File: config.mk
export PLATFORM = sky130hd
export DESIGN_NAME = branch_predictor
export DESIGN_NICKNAME = d
export VERILOG_FILES = /design/src/rtl/bp_pkg.sv /design/src/rtl/bp_counter2.sv /design/src/rtl/branch_predictor.sv
export SDC_FILE = /design/constraint.sdc
export NUM_CORES = 2
export LEC_CHECK = 0
export CAP_MARGIN = 10
export CORE_ASPECT_RATIO = 0.75
export CORE_MARGIN = 3
export CORE_UTILIZATION = 40
export CTS_CLUSTER_DIAMETER = 50
export DETAILED_ROUTE_END_ITERATION = 10
export GPL_ROUTABILITY_DRIVEN = 0
export PLACE_DENSITY = 0.63
export SLEW_MARGIN = 20
export SYNTH_ARGS = -nofsm -noshare
export SYNTH_HDL_FRONTEND = slang
export SYNTH_HIERARCHICAL = 1
export SYNTH_SLANG_ARGS = --single-unit
File: constraint.sdc
create_clock -name clk -period 4.9 [get_ports clk]
set_input_delay 0.98 -clock clk [delete_from_list [all_inputs] [get_ports clk]]
set_output_delay 0.98 -clock clk [all_outputs]
set_load 0.01 [all_outputs]
File: src/rtl/bp_pkg.sv
// rtl/bp_pkg.sv - shared counter encodings and PC field helpers for the branch predictor
package bp_pkg;

    localparam logic [1:0] CTR_SN = 2'b00;
    localparam logic [1:0] CTR_WN = 2'b01;
    localparam logic [1:0] CTR_WT = 2'b10;
    localparam logic [1:0] CTR_ST = 2'b11;

    // Helpers work on a 64-bit container; callers cast the result down to IDXW/TAGW.
    function automatic logic [63:0] bp_index(input logic [63:0] pc, input int unsigned idxw);
        return (pc >> 2) & ((64'd1 << idxw) - 64'd1);
    endfunction

    function automatic logic [63:0] bp_tag(input logic [63:0] pc, input int unsigned idxw);
        return pc >> (idxw + 2);
    endfunction

endpackage

File: src/rtl/bp_counter2.sv
// rtl/bp_counter2.sv - next state of a 2-bit saturating direction counter
import bp_pkg::*;

module bp_counter2 (
    input  logic [1:0] state,
    input  logic       taken,
    input  logic       force_st,
    output logic [1:0] next
);

    always_comb begin
        next = state;
        if (force_st) begin
            next = CTR_ST;
        end else if (taken) begin
            if (state != CTR_ST) next = state + 2'd1;
        end else begin
            if (state != CTR_SN) next = state - 2'd1;
        end
    end

endmodule

File: src/rtl/branch_predictor.sv
// rtl/branch_predictor.sv - direct-mapped BTB with 2-bit counters, mispredict detection and statistics
import bp_pkg::*;

module branch_predictor #(
    parameter int XLEN    = 32,
    parameter int ENTRIES = 16,
    parameter int STATW   = 32
) (
    input  logic             clk,
    input  logic             reset,
    input  logic             flush_all,
    input  logic [XLEN-1:0]  pc_f,
    output logic             hit_f,
    output logic             pred_taken_f,
    output logic [XLEN-1:0]  pred_pc_f,
    input  logic             upd_valid,
    input  logic             upd_is_jump,
    input  logic [XLEN-1:0]  upd_pc,
    input  logic             upd_taken,
    input  logic [XLEN-1:0]  upd_target,
    input  logic             upd_pred_taken,
    input  logic [XLEN-1:0]  upd_pred_pc,
    output logic             mispredict_e,
    output logic [XLEN-1:0]  redirect_pc_e,
    output logic [STATW-1:0] cnt_branches,
    output logic [STATW-1:0] cnt_mispredicts
);

    localparam int IDXW = $clog2(ENTRIES);
    localparam int TAGW = XLEN - IDXW - 2;

    logic [ENTRIES-1:0] valid;
    logic [TAGW-1:0]    tag_mem    [ENTRIES];
    logic [XLEN-1:0]    target_mem [ENTRIES];
    logic [1:0]         ctr_mem    [ENTRIES];

    logic [IDXW-1:0] idx_f, idx_u;
    logic [TAGW-1:0] tag_f, tag_u;
    logic            hit_u;
    logic [1:0]      ctr_next;
    logic [XLEN-1:0] actual_next;

    // Direction travels down the pipe only as part of upd_pred_pc.
    logic unused_pred_taken;
    assign unused_pred_taken = upd_pred_taken;

    assign idx_f = IDXW'(bp_index(64'(pc_f), IDXW));
    assign tag_f = TAGW'(bp_tag(64'(pc_f), IDXW));
    assign idx_u = IDXW'(bp_index(64'(upd_pc), IDXW));
    assign tag_u = TAGW'(bp_tag(64'(upd_pc), IDXW));

    assign hit_f        = valid[idx_f] && (tag_mem[idx_f] == tag_f);
    assign pred_taken_f = hit_f && ctr_mem[idx_f][1];
    assign pred_pc_f    = pred_taken_f ? target_mem[idx_f] : pc_f + XLEN'(4);

    assign actual_next   = upd_taken ? upd_target : upd_pc + XLEN'(4);
    assign mispredict_e  = upd_valid && (upd_pred_pc != actual_next);
    assign redirect_pc_e = upd_valid ? actual_next : '0;

    assign hit_u = valid[idx_u] && (tag_mem[idx_u] == tag_u);

    bp_counter2 u_counter (
        .state    (ctr_mem[idx_u]),
        .taken    (upd_taken),
        .force_st (upd_is_jump),
        .next     (ctr_next)
    );

    always_ff @(posedge clk or negedge reset) begin
        if (!reset) begin
            valid <= '0;
            for (int i = 0; i < ENTRIES; i++) begin
                tag_mem[i]    <= '0;
                target_mem[i] <= '0;
                ctr_mem[i]    <= CTR_SN;
            end
        end else if (flush_all) begin
            valid <= '0;
        end else if (upd_valid) begin
            if (hit_u) begin
                ctr_mem[idx_u] <= ctr_next;
                if (upd_taken || upd_is_jump) target_mem[idx_u] <= upd_target;
            end else if (upd_taken) begin
                valid[idx_u]      <= 1'b1;
                tag_mem[idx_u]    <= tag_u;
                target_mem[idx_u] <= upd_target;
                ctr_mem[idx_u]    <= upd_is_jump ? CTR_ST : CTR_WT;
            end
        end
    end

    always_ff @(posedge clk or negedge reset) begin
        if (!reset) begin
            cnt_branches    <= '0;
            cnt_mispredicts <= '0;
        end else begin
            if (upd_valid && (cnt_branches != '1))
                cnt_branches <= cnt_branches + STATW'(1);
            if (mispredict_e && (cnt_mispredicts != '1))
                cnt_mispredicts <= cnt_mispredicts + STATW'(1);
        end
    end

endmodule

## Word-level counts from Yosys, hierarchy flattened

Index checks and enable logic that the tools add are counted.

| operators by class | value |
|---|---|
| $add $sub $neg | 6 |
| multipliers | 0 |
| divide/modulo/power cells | 0 |
| magnitude comparators | 6 |
| equal/unequal tests | 8 |
| shift-type cells | 0 |
| mux-type cells | 48 |
| bitwise gates (word level) | 5 |
| reductions and logical operators | 17 |

Operator list:

| cell | count |
|---|---|
| two-way mux 512 bit | 3 |
| bitwise mux 512 bit | 1 |
| bitwise mux 416 bit | 1 |
| two-way mux 32 bit | 8 |
| binary-select mux 26 bit (select 4 bit) | 2 |
| two-way mux 26 bit | 5 |
| binary-select mux 32 bit (select 4 bit) | 1 |
| demux 32 bit (select 4 bit) | 1 |
| demux 26 bit (select 4 bit) | 1 |
| adder 32 x 1 -> 32 bit, second input constant | 2 |
| adder 32 x 3 -> 32 bit, second input constant | 2 |
| bitwise mux 32 bit | 2 |
| two-way mux 16 bit | 4 |
| inequality test 32 bit, second input constant | 2 |
| equality test 26 bit | 2 |
| inequality test 32 bit | 1 |
| two-way mux 2 bit | 9 |
| binary-select mux 2 bit (select 4 bit) | 2 |
| OR 16 bit | 1 |
| greater-or-equal comparator 5 bit, second input constant | 2 |
| < comparator 4 x 5 -> 1 bit, second input constant | 2 |
| NOT 4 -> 5 bit | 2 |
| binary-select mux 1 bit (select 4 bit) | 2 |
| demux 2 bit (select 4 bit) | 1 |
| 14 further kinds | 31 |

| storage, ports and cells | value |
|---|---|
| register bits | 1040 |
| latch bits | 0 |
| RAM bits | 0 |
| bits in read-only memories | 0 |
| bits of input ports | 135 |
| memories kept | 0 |

## Depth between registers and ports, before layout

| depth | value |
|---|---|
| depth in word-level cells | 10 |
| depth in mapped cells | 17 |
| gate-level depth less buffers | 11 |

## Cells and area by module

The synthesis kept the hierarchy.

By module, submodules not included:

| module | instances | cells an instance | area an instance (um^2) | seq. area each (um^2) |
|---|---|---|---|---|
| branch_predictor | 1 | 6978 | 67657.4 | 26025.0 |
| bp_counter2 | 1 | 7 | 36.3 | 0.0 |

## Least setup slack after synthesis

OpenSTA, ideal clock, no wires.

| timing path | value |
|---|---|
| path type | input-to-output |
| start point | input pc_f[2] |
| end point | output pred_pc_f[15] |
| arrival | 4.290 ns |
| required time | 3.920 ns |
| slack | -0.370 ns |
| stages on the path | 14 |
| path through | buf_6 buf_6 buf_2 buf_2 buf_2 mux4_2 mux2i_1 a21oi_1 xor2_1 nor3b_1 nand4b_1 nor3_4 buf_6 mux2_1 |

| between the ends | value |
|---|---|
| cells in the longest elaborated chain, start to end | 8 |
| elaborated cells on any way between the ends | 17 |

RTL lines:

| item | RTL line | text |
|---|---|---|
| start: declaration | branch_predictor.sv:12 | `input logic [XLEN-1:0] pc_f,` |
| NOT 4 -> 5 bit (not written as such) | branch_predictor.sv:52, branch_predictor.sv:53, branch_predictor.sv:54 |  |
| binary-select mux 26 bit (select 4 bit) | branch_predictor.sv:52 | `assign hit_f = valid[idx_f] && (tag_mem[idx_f] == tag_f);` |
| two-way mux 26 bit (not written as such) (2 in series) | branch_predictor.sv:52 |  |
| equality test 26 bit | branch_predictor.sv:52 |  |
| logical AND 1 bit | branch_predictor.sv:52 |  |
| logical AND 1 bit | branch_predictor.sv:53 | `assign pred_taken_f = hit_f && ctr_mem[idx_f][1];` |
| two-way mux 32 bit * | branch_predictor.sv:54 | `assign pred_pc_f = pred_taken_f ? target_mem[idx_f] : pc_f + XLEN'(4);` |
| end: declaration | branch_predictor.sv:15 | `output logic [XLEN-1:0] pred_pc_f,` |

Mark *: on every way between the ends. The rest lies on a longest branch, timed or not. The select of a mux whose other input is x is not followed.

## Final worst setup path

| timing path | value |
|---|---|
| start point | input pc_f[2] |
| end point | output pred_pc_f[20] |

The elaborated chain is that of the path after synthesis.

==> results.ini <==
[timing]
finalHoldViolCount = 0
rsz0062_at_grt = yes
setup_viol = 32
slew_headroom_pct = 27.84
skew_ns = 0.04746
tightest_slew_ns = 1.080
fin_crit_sh_pct = 111.9
slew_viol_final = 0
fin_ws_ns = -0.5828
min_period_ns = 5.483
max_freq_mhz = 182.4

[pwr]
power_density_nw_per_um2 = 293.9
vdd_ir_drop_max_mv = 0.3456
combPwrFrac_pct = 17.1
seq_power_share_pct = 40.0
internal_power_mw = 17.19
switching_power_mw = 7.029
p_sw_share_pct = 29.02
clkPwrFrac_pct = 42.9
p_leak_nw = 37.45

[cells_and_area]
n_fill_cell = 14810
multi_input_area_um2 = 37060
nets = 7444
post-route-util_pct = 49.09
area_delta_synth_final_pct = 21.73
seq_area_um2 = 26030
drive_above_1_share_pct = 26.31

[global_route]
antenna_found_initial = 15
grt_max_degree = 112
grt_pass1_wl_um = 404400
first_global_vias = 60180
track_usage_pct = 30.91
overflow = 0

[clock_tree]
cts.clk_slew.worst_paths_ns = 0.06
hold_buffers = 0
root_buffer = clkbuf_16
h-tree-depth = 4
worstSkewPairLatency_ns = 0.82
cts_buffers = 132
cts.sinks = 1040
cts_tree = yes
clockBufferDepth = 3

[detailed_routing]
routed_via_density = 6.492
dr.pass1.iters = 9
wl_per_cell_um = 28.45
ant_nets = 0
post-route-drc-count = 0
totalWireLength_um = 274700
num_vias = 62700
drt_iter0_markers = 9477

[setup_path]
critPathKind = in -> out
start_kind = primary input
arrival_ns = 4.50
worstSetupStartpoint = pc_f[2]
worstPathRequired_ns = 3.92
r2r-end = target_mem[333]
cp_max_fo = 7
critPathCaptureType = output port
ff2ff_path_depth = 14
rrSetupSlack_ns = 0.67
r2r-start = tag_mem[147]

[synth]
synth_async_sr_flop_share_pct = 100.0
yosys-top-cells-area = dfrtp_1, mux4_2, mux2_2
synth_most_common_cell = dfrtp_1
ys_ff_latch = 1040
syn_inst = 6985
synth.distinct_cells = 85
syn_avg_cell_area_um2 = 9.691
synthTopCellsByCount = dfrtp_1, nand2_1, nand3_1
netlist_area_um2 = 67690
synth_top_area_cell = dfrtp_1
ys_warn_count = 6
yosys_most_used_dff = dfrtp_1
synth_edf_count = 0
synth_nets = 7127
synth-seq-area-share_pct = 38.45
yosysTopAreaCellShare_pct = 38.45

[floorplan]
io_pins = 266
die_y_um = 362.3
fp-row-count = 130
dieArea_um2 = 174300
start_util_pct = 40.33
die_w_um = 481.0
coreArea_um2 = 167900

[placement]
port_buffers = 264
dp_hpwl_um = 180800
dp_slack_ns = -1.259

[hold_path]
holdCritPathClass = in -> async

[run_status]
violations = setup timing
status = finished, violations left

[run]
maxCapViolCount = 0

[critical path: stages]
cell and delay (ns):
buf_16 0.11, buf_16 0.17, buf_4 0.16, mux4_2 0.51
mux4_2 0.58, xor2_2 0.19, inv_1 0.08, nand4_1 0.12
or4_4 0.56, nor3_4 0.18, buf_6 0.17, buf_12 0.12
buf_16 0.12, mux2_4 0.31, buf_6 0.12
[sequential cells by signal, summed over array words and instances, names as in the netlist]
name and cells:
valid 16, cnt_branches 32, cnt_mispredicts 32, ctr_mem 32, tag_mem 416, target_mem 512
[per-layer routing]
metal,part of all wire (%),global-route usage (%),up-vias
li1,-,-,26360
met1,38,41.02,31450
met2,42,43.04,4050
met3,13,10.28,827
met4,7.5,19.80,10
met5,0.021,0,-
[placed cells by master, fill, tap and decap left out, types with 138 or more instances in the layout]
cell             instances
inv_1                  545
clkdlybuf4s50_1        208
buf_4                  523
a21oi_1                553
nand2_1                656
o21ai_0                546
nand3_1                570
o311ai_0               513
dfrtp_1               1040
mux4_2                 394
mux2_2                 427
xnor2_1                138
[cell type report]
cell class	instances	share of cell area, %
Antenna cell	6	0.01822
Clock buffer	174	4.482
Clock inverter	65	1.099
Inverter	550	2.505
Multi-Input combinational cell	4624	44.97
Sequential cell	1040	31.58
Tap cell	2244	3.407
Timing Repair Buffer	954	11.93
[repair_timing]
action / in CTS / in global routing
pin swaps: 20 / 27
resized for setup: 226 / 79
setup endpoints to repair: 41 / 45
cloned: 6 / 0
buffers inserted: 18 / 25
[how the worst max path moves through the flow]
stage	endpoint	slack (ns)
after detailed placement	pred_pc_f[31]	-1.26
after CTS	pred_pc_f[7]	-0.54
after global placement	pred_pc_f[31]	-1.23
final	pred_pc_f[20]	-0.58
after global routing	pred_pc_f[18]	-0.63
after floorplan	pred_pc_f[10]	-0.1
[through the flow]
| stage | std cells | TNS, ns | instance area [µm²] | total power [mW] | hold WS (ns) |
|---|---|---|---|---|---|
| 6_report | 9657 | -16.23 | 82400 | 24.22 | 0.2231 |
| 5_1_grt | 9656 | -17.92 | 82400 | 24.94 | 0.2611 |
| 4_1_cts | 9630 | -15.35 | 81910 | 24.13 | 0.2559 |
| 3_5_place_dp | 9369 | -146.79 | 76740 | 13.71 | 0.4761 |
| 3_3_place_gp | 9369 | -522.50 | 76730 | 13.61 | 0.4776 |
| 2_1_floorplan | 6985 | -2.827 | 67870 | 11.79 | 0.4679 |
[cells by family after synthesis]
family          Yosys count  synth area share [%]
compound gates         1788                 16.88
simple gates           1681                 11.86
buf+inv                1321                 7.903
flops                  1040                 38.45
mux                     943                 22.09
xor+xnor                205                 2.693
fa+ha+maj                 7                0.1294
[power by group through the flow]
| stage | clock (mW) | sequential, mW | combinational (mW) |
|---|---|---|---|
| final | 10.4 | 9.68 | 4.14 |
| after global routing | 10.9 | 9.73 | 4.35 |
| after CTS | 10.5 | 9.65 | 3.98 |
| after detailed placement | 0 | 9.79 | 3.91 |
| after global placement | 0 | 9.77 | 3.84 |
| after floorplan | 0 | 9.62 | 2.17 |
Power figures use the tool's default switching activity.
